File: config.mk
export PLATFORM = sky130hd
export DESIGN_NAME = dot_mac_flat
export DESIGN_NICKNAME = d
export VERILOG_FILES = /design/src/rtl/dot_mac_pkg.sv /design/src/rtl/dot_mac_if.sv /design/src/rtl/dot_mac_adder_tree.sv /design/src/rtl/dot_mac.sv /design/src/flat_wrapper.sv
export SDC_FILE = /design/constraint.sdc
export NUM_CORES = 2
export LEC_CHECK = 0
export ABC_AREA = 1
export CORE_ASPECT_RATIO = 1.25
export CORE_MARGIN = 2
export CORE_UTILIZATION = 25
export DETAILED_ROUTE_END_ITERATION = 8
export DONT_BUFFER_PORTS = 1
export GPL_TIMING_DRIVEN = 0
export HOLD_SLACK_MARGIN = 0.12
export PLACE_DENSITY = 0.43
export REMOVE_ABC_BUFFERS = 1
export SLEW_MARGIN = 20
export SYNTH_ARGS = -nofsm -noshare
export SYNTH_HDL_FRONTEND = slang
export SYNTH_SLANG_ARGS = --single-unit
File: constraint.sdc
create_clock -name clk -period 21.9 [get_ports clk]
set_input_delay 2.19 -clock clk [delete_from_list [all_inputs] [get_ports clk]]
set_output_delay 2.19 -clock clk [all_outputs]
set_load 0.03 [all_outputs]
File: src/rtl/dot_mac_pkg.sv
// mac_pkg: shared Q-format defaults, width helpers and output rounding/saturation for dot_mac.
package mac_pkg;
    localparam int Q_WIDTH = 16;
    localparam int Q_FRAC = 10;
    localparam int Q_LANES = 4;
    localparam int ACC_MAX = 128;

    typedef struct packed {
        logic signed [63:0] val;
        logic sat;
    } rs_t;

    function automatic int sum_w(input int pw, input int lanes);
        return pw + $clog2(lanes);
    endfunction

    // Floor after optional half-up bias, then clip to a signed width-bit range.
    function automatic rs_t round_sat(input logic signed [ACC_MAX-1:0] acc, input int frac, input int width, input logic rnd);
        logic signed [ACC_MAX-1:0] r, hi, lo;
        rs_t rs;
        r = (acc + (rnd ? ACC_MAX'(1) <<< (frac - 1) : ACC_MAX'(0))) >>> frac;
        hi = (ACC_MAX'(1) <<< (width - 1)) - ACC_MAX'(1);
        lo = -(ACC_MAX'(1) <<< (width - 1));
        rs.sat = r > hi || r < lo;
        rs.val = 64'(r > hi ? hi : r < lo ? lo : r);
        return rs;
    endfunction
endpackage

File: src/rtl/dot_mac_if.sv
// dot_mac_if: beat input stream and result output stream of the dot-product engine.
interface dot_mac_if import mac_pkg::*; #(parameter int WIDTH = Q_WIDTH, parameter int LANES = Q_LANES);
    logic in_valid, in_ready, in_first, in_last;
    logic [LANES*WIDTH-1:0] a, b;
    logic [WIDTH-1:0] bias;
    logic out_valid, out_ready, out_sat;
    logic [WIDTH-1:0] out_data;
    logic [15:0] out_beats;
    modport master(output in_valid, in_first, in_last, a, b, bias, out_ready,
                   input in_ready, out_valid, out_data, out_sat, out_beats);
    modport slave(input in_valid, in_first, in_last, a, b, bias, out_ready,
                  output in_ready, out_valid, out_data, out_sat, out_beats);
endinterface

File: src/rtl/dot_mac_adder_tree.sv
// mac_adder_tree: registered sign-extending sum of LANES packed signed inputs.
module mac_adder_tree import mac_pkg::*; #(
    parameter int WIDTH = 32,
    parameter int LANES = Q_LANES
) (
    input logic clk,
    input logic rst,
    input logic en,
    input logic [LANES*WIDTH-1:0] p,
    output logic signed [sum_w(WIDTH, LANES)-1:0] sum
);
    localparam int OW = sum_w(WIDTH, LANES);
    logic signed [OW-1:0] s;
    always_comb begin
        s = '0;
        for (int i = 0; i < LANES; i++) s = s + OW'($signed(p[i*WIDTH +: WIDTH]));
    end
    always_ff @(posedge clk)
        if (rst) sum <= '0;
        else if (en) sum <= s;
endmodule

File: src/rtl/dot_mac.sv
// dot_mac: multi-lane fixed-point dot product with biased framed accumulation and rounded/saturated output.
module dot_mac import mac_pkg::*; #(
    parameter int WIDTH = Q_WIDTH,
    parameter int FRAC = Q_FRAC,
    parameter int LANES = Q_LANES,
    parameter int ACC_WIDTH = 40,
    parameter int RND = 1
) (
    input logic clk,
    input logic rst,
    dot_mac_if.slave io
);
    localparam int PW = 2 * WIDTH;
    localparam int SW = sum_w(PW, LANES);
    logic adv, done;
    logic s1_v, s1_f, s1_l, s2_v, s2_f, s2_l, s3_v, s3_f, s3_l, s4_v, s4_l;
    logic [LANES*WIDTH-1:0] s1_a, s1_b;
    logic signed [WIDTH-1:0] s1_bias, s2_bias, s3_bias;
    logic [LANES*PW-1:0] s2_p;
    logic signed [SW-1:0] s3_sum;
    logic signed [ACC_WIDTH-1:0] acc, acc_base, acc_n;
    logic [15:0] cnt, cnt_n;
    rs_t rs;
    assign adv = !io.out_valid || io.out_ready;
    assign io.in_ready = adv;
    assign done = s4_v && s4_l;
    // A finished vector leaves S4 this edge, so a following non-first beat starts from zero.
    always_comb begin
        acc_base = s3_f ? ACC_WIDTH'(s3_bias) <<< FRAC : done ? '0 : acc;
        acc_n = s3_v ? acc_base + ACC_WIDTH'(s3_sum) : done ? '0 : acc;
        cnt_n = s3_v ? (s3_f || done ? 16'd1 : cnt + 16'(cnt != 16'hffff)) : done ? '0 : cnt;
        rs = round_sat(ACC_MAX'(acc), FRAC, WIDTH, RND != 0);
    end
    mac_adder_tree #(.WIDTH(PW), .LANES(LANES)) u_tree (
        .clk(clk), .rst(rst), .en(adv), .p(s2_p), .sum(s3_sum)
    );
    always_ff @(posedge clk) begin
        if (rst) begin
            {s1_v, s2_v, s3_v, s4_v, s4_l} <= '0;
            acc <= '0;
            cnt <= '0;
            io.out_valid <= 1'b0;
            io.out_data <= '0;
            io.out_sat <= 1'b0;
            io.out_beats <= '0;
        end else if (adv) begin
            s1_v <= io.in_valid;
            s2_v <= s1_v;
            s3_v <= s2_v;
            s4_v <= s3_v;
            s4_l <= s3_l;
            acc <= acc_n;
            cnt <= cnt_n;
            io.out_valid <= done;
            if (done) begin
                io.out_data <= rs.val[WIDTH-1:0];
                io.out_sat <= rs.sat;
                io.out_beats <= cnt;
            end
        end
    end
    always_ff @(posedge clk)
        if (adv) begin
            s1_f <= io.in_first;
            s1_l <= io.in_last;
            s1_a <= io.a;
            s1_b <= io.b;
            s1_bias <= io.bias;
            {s2_f, s2_l, s2_bias} <= {s1_f, s1_l, s1_bias};
            {s3_f, s3_l, s3_bias} <= {s2_f, s2_l, s2_bias};
            for (int i = 0; i < LANES; i++)
                s2_p[i*PW +: PW] <= $signed(s1_a[i*WIDTH +: WIDTH]) * $signed(s1_b[i*WIDTH +: WIDTH]);
        end
endmodule

File: src/flat_wrapper.sv
// flat-port wrapper written by rule: the top's interface ports become plain ports
module dot_mac_flat import mac_pkg::*;
#(
    parameter int WIDTH = Q_WIDTH,
    parameter int FRAC = Q_FRAC,
    parameter int LANES = Q_LANES,
    parameter int ACC_WIDTH = 40,
    parameter int RND = 1
)
  (clk, rst, io_in_valid, io_in_first, io_in_last, io_a, io_b, io_bias, io_out_ready, io_in_ready, io_out_valid, io_out_data, io_out_sat, io_out_beats);
  dot_mac_if #(.WIDTH(WIDTH), .LANES(LANES)) io_i ();
  input logic clk;
  input logic rst;
  input wire logic [$bits(io_i.in_valid)-1:0] io_in_valid;
  input wire logic [$bits(io_i.in_first)-1:0] io_in_first;
  input wire logic [$bits(io_i.in_last)-1:0] io_in_last;
  input wire logic [$bits(io_i.a)-1:0] io_a;
  input wire logic [$bits(io_i.b)-1:0] io_b;
  input wire logic [$bits(io_i.bias)-1:0] io_bias;
  input wire logic [$bits(io_i.out_ready)-1:0] io_out_ready;
  output wire logic [$bits(io_i.in_ready)-1:0] io_in_ready;
  output wire logic [$bits(io_i.out_valid)-1:0] io_out_valid;
  output wire logic [$bits(io_i.out_data)-1:0] io_out_data;
  output wire logic [$bits(io_i.out_sat)-1:0] io_out_sat;
  output wire logic [$bits(io_i.out_beats)-1:0] io_out_beats;
  assign io_i.in_valid = io_in_valid;
  assign io_i.in_first = io_in_first;
  assign io_i.in_last = io_in_last;
  assign io_i.a = io_a;
  assign io_i.b = io_b;
  assign io_i.bias = io_bias;
  assign io_i.out_ready = io_out_ready;
  assign io_in_ready = io_i.in_ready;
  assign io_out_valid = io_i.out_valid;
  assign io_out_data = io_i.out_data;
  assign io_out_sat = io_i.out_sat;
  assign io_out_beats = io_i.out_beats;
  dot_mac #(.WIDTH(WIDTH), .FRAC(FRAC), .LANES(LANES), .ACC_WIDTH(ACC_WIDTH), .RND(RND)) u_core (.clk(clk), .rst(rst), .io(io_i));
endmodule
======== After elaboration in Yosys (flattened, before gate mapping) ========
Cells that the tools add are included.
word-level totals
  bits in registers ....................... 439
  output and inout port bits .............. 35
  bits in latches ......................... 0
  memory bits (read-only) ................. 0
  memories ................................ 0
  input bits .............................. 150
  bits in writable memories ............... 0
  logic and storage cells ................. 53
operators by class
  bitwise gates (word level) .............. 0
  divide/modulo/power cells ............... 0
  muxes and demuxes ....................... 8
  shift operators ......................... 0
  equal/unequal tests ..................... 1
  order comparisons ....................... 2
  add/subtract/negate cells ............... 6
  reduce and logical (&&, ||, !) cells .... 8
  $mul .................................... 4
operators with widths
  kind                      count
  $mul A16 B16 Y32          4
  $mux W40                  3
  $mux W16                  5
  $add A40 B11 Y41 const B  1
  $add A40 B40 Y40          1
  $add A33 B32 Y34          1
  $add A34 B32 Y34          1
  $add A32 B32 Y33          1
  $gt A31 B16 Y1 const B    1
  $lt A31 B16 Y1 const B    1
  $add A16 B1 Y16           1
  $ne A16 B16 Y1 const B    1
  $reduce_and A2 Y1         2
  $logic_or A1 B1 Y1        3
  $reduce_bool A2 Y1        1
  $logic_and A1 B1 Y1       1
  $logic_not A1 Y1          1

======== Depth between registers and ports, before layout ========
  depth in word-level cells ............... 5
  depth in mapped cells ................... 27
  depth with buffers taken out ............ 25

======== Modules after synthesis ========
A second synthesis with hierarchy kept.
second synthesis, totals
  cell total of the unflattened synthesis .. 7708
  area, all modules ....................... 63499.7 µm²
by module, submodules not included
  module          sequential area each (µm²)  cells each  area each (µm²)  times used
  dot_mac         11210.8                     6767        57802.9          1
  mac_adder_tree  680.7                       941         5696.7           1

======== Least setup slack after synthesis ========
No wires, ideal clock.
  path kind ............................... input -> output
  start ................................... input io_out_ready
  end ..................................... output io_in_ready
  cell stages on the path ................. 4
  data required time ...................... 19.710 ns
  arrival ................................. 11.372 ns
  setup slack ............................. 8.338 ns
  buffers on the path ..................... 2
  cells stage by stage .................... nor2_1 clkinv_1 clkbuf_1 clkbuf_1
between the ends
  cells in the longest elaborated chain, start to end .. 1
ends and longest elaborated chain
  what                RTL line            text
  start: declaration  flat_wrapper.sv:20  input wire logic [$bits(io_i.out_ready)-1:0] io_out_ready;
  $logic_or A1 B1 Y1  dot_mac.sv:24       assign adv = !io.out_valid || io.out_ready;
  end: declaration    flat_wrapper.sv:21  output wire logic [$bits(io_i.in_ready)-1:0] io_in_ready;
Every way passes these cells.

======== Worst setup path after layout ========
  start ................................... register u_core.s1_b[2]
  end ..................................... register u_core.s2_p[27] (data pin)
between the ends
  cells in the longest elaborated chain, start to end .. 1
ends and longest elaborated chain
  what                            RTL line       text
  start: declaration              dot_mac.sv:17  logic [LANES*WIDTH-1:0] s1_a, s1_b;
  start signal: assignment        dot_mac.sv:67  s1_b <= io.b;
  $mul A16 B16 Y32                dot_mac.sv:72  s2_p[i*PW +: PW] <= $signed(s1_a[i*WIDTH +: WIDTH]) * $signed(s1_b[i*WIDTH +: WIDTH]);
  end signal: indexed assignment  dot_mac.sv:72
  end: declaration                dot_mac.sv:19  logic [LANES*PW-1:0] s2_p;
Every way passes these cells.
A chain may end at the register's enable or synchronous reset.

==> reports/metrics.csv <==
stage,metric,value,unit
run_status,status,"complete, no violations",
synth,synth.cell_area,62600,um2
cts,clockRootBuffer,clkbuf_16,
floorplan,placementRows,205,
sta,setup_viol,0,
placement,gp_congestion,0.886,
setup_path,critPathLaunchType,flop,
setup_path,cp-end-kind,flop,
synth,synth_simple_gate_area_share,14.5,%
routing,wl_per_cell,17.0,um
routing,drt-total-wl,180000,um
synth,synth-edff-count,310,
routing,via_count,45600,
cts,cts_setup_buffers,0,
synth,synth_top_family_by_area,adder cells,
routing,dr.pass1.iters,6,
grt,grt_pass1_wl,286000,um
synth,ys_types,43,
final_layout,fin_nets,8894,
cts,cts_buffers,56,
worst_hold_path,hold_class,flop to flop,
final_layout,final_common_cell,inv_1,
cts,cts_tree,done,
synth,synth.avg_cell_area,8.40,um2
setup_path,critical_path.max_fanout,16,
sta,period_share,30.9,%
synth,ys_async_sr_fraction,0,%
routing,postRouteAntennaNets,0,
final_layout,syn_to_final_growth,8.52,%
sta,rsz0062_at_grt,false,
floorplan,die_x,451,um
setup_path,critPathBufInv,3,
sta,slew_headroom,29.1,%
synth,synthAdderAreaFrac,43.7,%
grt,grt_usage,14.4,%
setup_path,path_cells,"nand2_1, inv_1, fa_1, fa_1, fa_1, fa_1, fa_1, inv_1, fa_1, inv_1, ha_1, nand2_1, nor3_1, nand2_1, o211ai_1, nand2_1, nand2_1, xor2_1",
run,max_cap_violations,0,
routing,vias_per_cell,4.30,
routing,first_iter_violations,2564,
cts,htree_num_levels,2,
sta,finalSetupTns,0,ns
sta,max_freq,148,MHz
setup_path,cp.required,22.44,ns
grt,grt_overflow,0,
synth,synth_compound_gate_area_share,6.59,%
synth,yosys-top-cells-area,"fa_1 (36%), edfxtp_1 (15%), inv_1 (12%)",
cts,cts_buffer_depth,3,
floorplan,start_util,25.1,%
sta,period_minus_slack,6.76,ns
grt,antenna_found_initial,17,
final_layout,final_cell_mix,"inv_1 (1981), nand2_1 (1625), fa_1 (1114)",
sta,worst_pin_slew,1.06,ns
placement,hpwl,148000,um
synth,synth_xor_area_share,2.52,%
synth,yosysTopAreaCell,fa_1,
floorplan,io_pins,185,
floorplan,core_area,249000,um2
sta,hold_viol_final,0,
routing,post-route-drc-count,0,
placement,io_buffers,0,
setup_path,crit_path_top_delay_cell,fa_1,
cts,clock-sinks,439,
setup_path,timing.setup.critical_path_class,flop to flop,
synth,synth_ff_type,edfxtp_1,
synth,synth_top_area_share,35.6,%
synth,ys_ff_latch,439,
synth,synthMuxAreaShare,0,%
floorplan,die-area,254000,um2
cts,insertion_delay,0.72,ns
setup_path,cpMostUsedCell,fa_1,
cts,path_clk_slew,0.08,ns
grt,grt_max_degree,87,
setup_path,cp_top_family,adder cells,
synth,yosysSeqAreaShare,19.0,%
floorplan,die_y,563,um
sta,slew_viol_final,0,
final_layout,drive_gt1_share,2.13,%
setup_path,crit_arrival,7.30,ns
grt,grt_pass1_vias,49500,
synth,yosys_warnings,0,
synth,synth_cells,7444,
cts,ctsResizeCount,0,
setup_path,critPathMaxStageDelay,0.98,ns
cts,cts_hold_buffers,0,
sta,finalClockSkew,0.0329,ns
==> metrics by stage <==
stage	cells	area (um2)	hold WS, ns	setup WS [ns]	util [%]
6_report	10600	67900	0.414	15.14	27.2
4_1_cts	10600	67900	0.402	15.11	27.2
3_5_place_dp	10500	66000	0.406	15.11	26.5
5_1_grt	10600	67900	0.426	14.81	27.2
3_3_place_gp	10500	65600	0.404	1.67	26.3
2_1_floorplan	7155	61500	0.400	7.69	-
==> area by class of cell <==
| cell class | count | area, um2 |
|---|---|---|
| flip-flops and latches | 439 | 11900 |
| diodes | 3 | 7.51 |
| clock buffers | 62 | 1450 |
| clock inverters | 43 | 479 |
| multi-input cells | 4731 | 42100 |
| fillers | 27200 | 181000 |
| repair buffers | 14 | 330 |
| well taps | 3312 | 4140 |
| inverters | 1985 | 7460 |
==> path summary, 6_finish.rpt <==
| check | start | to | slack (ns) | depth (start not counted) |
|---|---|---|---|---|
| worst max register to register | u_core.s1_b[2] | u_core.s2_p[27] | 15.14 | 18 |
| worst max-delay path | u_core.s1_b[2] | u_core.s2_p[27] | 15.14 | 18 |
| worst min register to register | u_core.s1_bias[2] | u_core.s2_bias[2] | 0.41 | 0 |
| worst min-delay path | u_core.s1_bias[2] | u_core.s2_bias[2] | 0.41 | 0 |
==> routing by layer <==
| metal | share of wire (%) | global-route usage [%] | vias to the layer above |
|---|---|---|---|
| met5 | 0.037 | 0 | - |
| met4 | 2.4 | 3.90 | 12 |
| met3 | 3.2 | 1.39 | 207 |
| met2 | 52 | 26.3 | 798 |
| met1 | 42 | 18.0 | 22900 |
| li1 | - | - | 21600 |
==> state kept, by name (all words and copies together) (netlist names), 16 cells and up <==
signal and count:
u_core.acc 40, u_core.s3_bias 16, u_core.u_tree.sum 34, u_core.s2_p 128, u_core.cnt 16, u_core.s1_a 64, u_core.s1_b 64, u_core.io.out_beats 16
u_core.io.out_data 16, u_core.s1_bias 16, u_core.s2_bias 16
==> worst register-to-register path, delay by kind of cell (launching register included) <==
family                   cells  cell delay (ns)
AO/OA/AOI/OAI                1             0.30
flip-flops                   1             0.91
AND/OR/NAND/NOR              6             0.91
adder cells (fa/ha/maj)      7             4.09
XOR/XNOR                     1             0.18
buffers and inverters        3             0.22
==> Yosys cell counts (2+ instances only) <==
library cell	instances
o31ai_1	4
inv_1	1982
ha_1	403
a21boi_0	13
nor4_1	7
clkbuf_1	272
and2_1	3
o21ai_0	288
edfxtp_1	310
nand2_1	1626
nand2_2	3
nor2_1	371
nand3_1	161
dfxtp_1	129
a21o_1	25
nand3b_1	7
a211oi_1	4
o211ai_1	17
a221oi_1	11
o21bai_1	43
buf_6	2
or2_2	27
nor2_2	7
xor2_1	109
fa_1	1114
xnor2_1	71
a31oi_1	20
nor3_1	29
buf_1	10
clkinv_1	3
buf_2	4
o211a_1	2
o21a_1	8
a21oi_1	310
and3_1	3
nand4_1	39
==> cells by family (layout without fill, tap and decap cells) <==
family | count (synthesis) | after routing
simple gates | 2285 | 2285
buf+inv | 2274 | 2104
fa+ha+maj | 1517 | 1517
compound gates | 749 | 749
flops | 439 | 439
xor+xnor | 180 | 180
other cells | 0 | 3
Power is not shown: default switching activity piles up to over one toggle a cycle in this logic, so the estimate is an artifact.
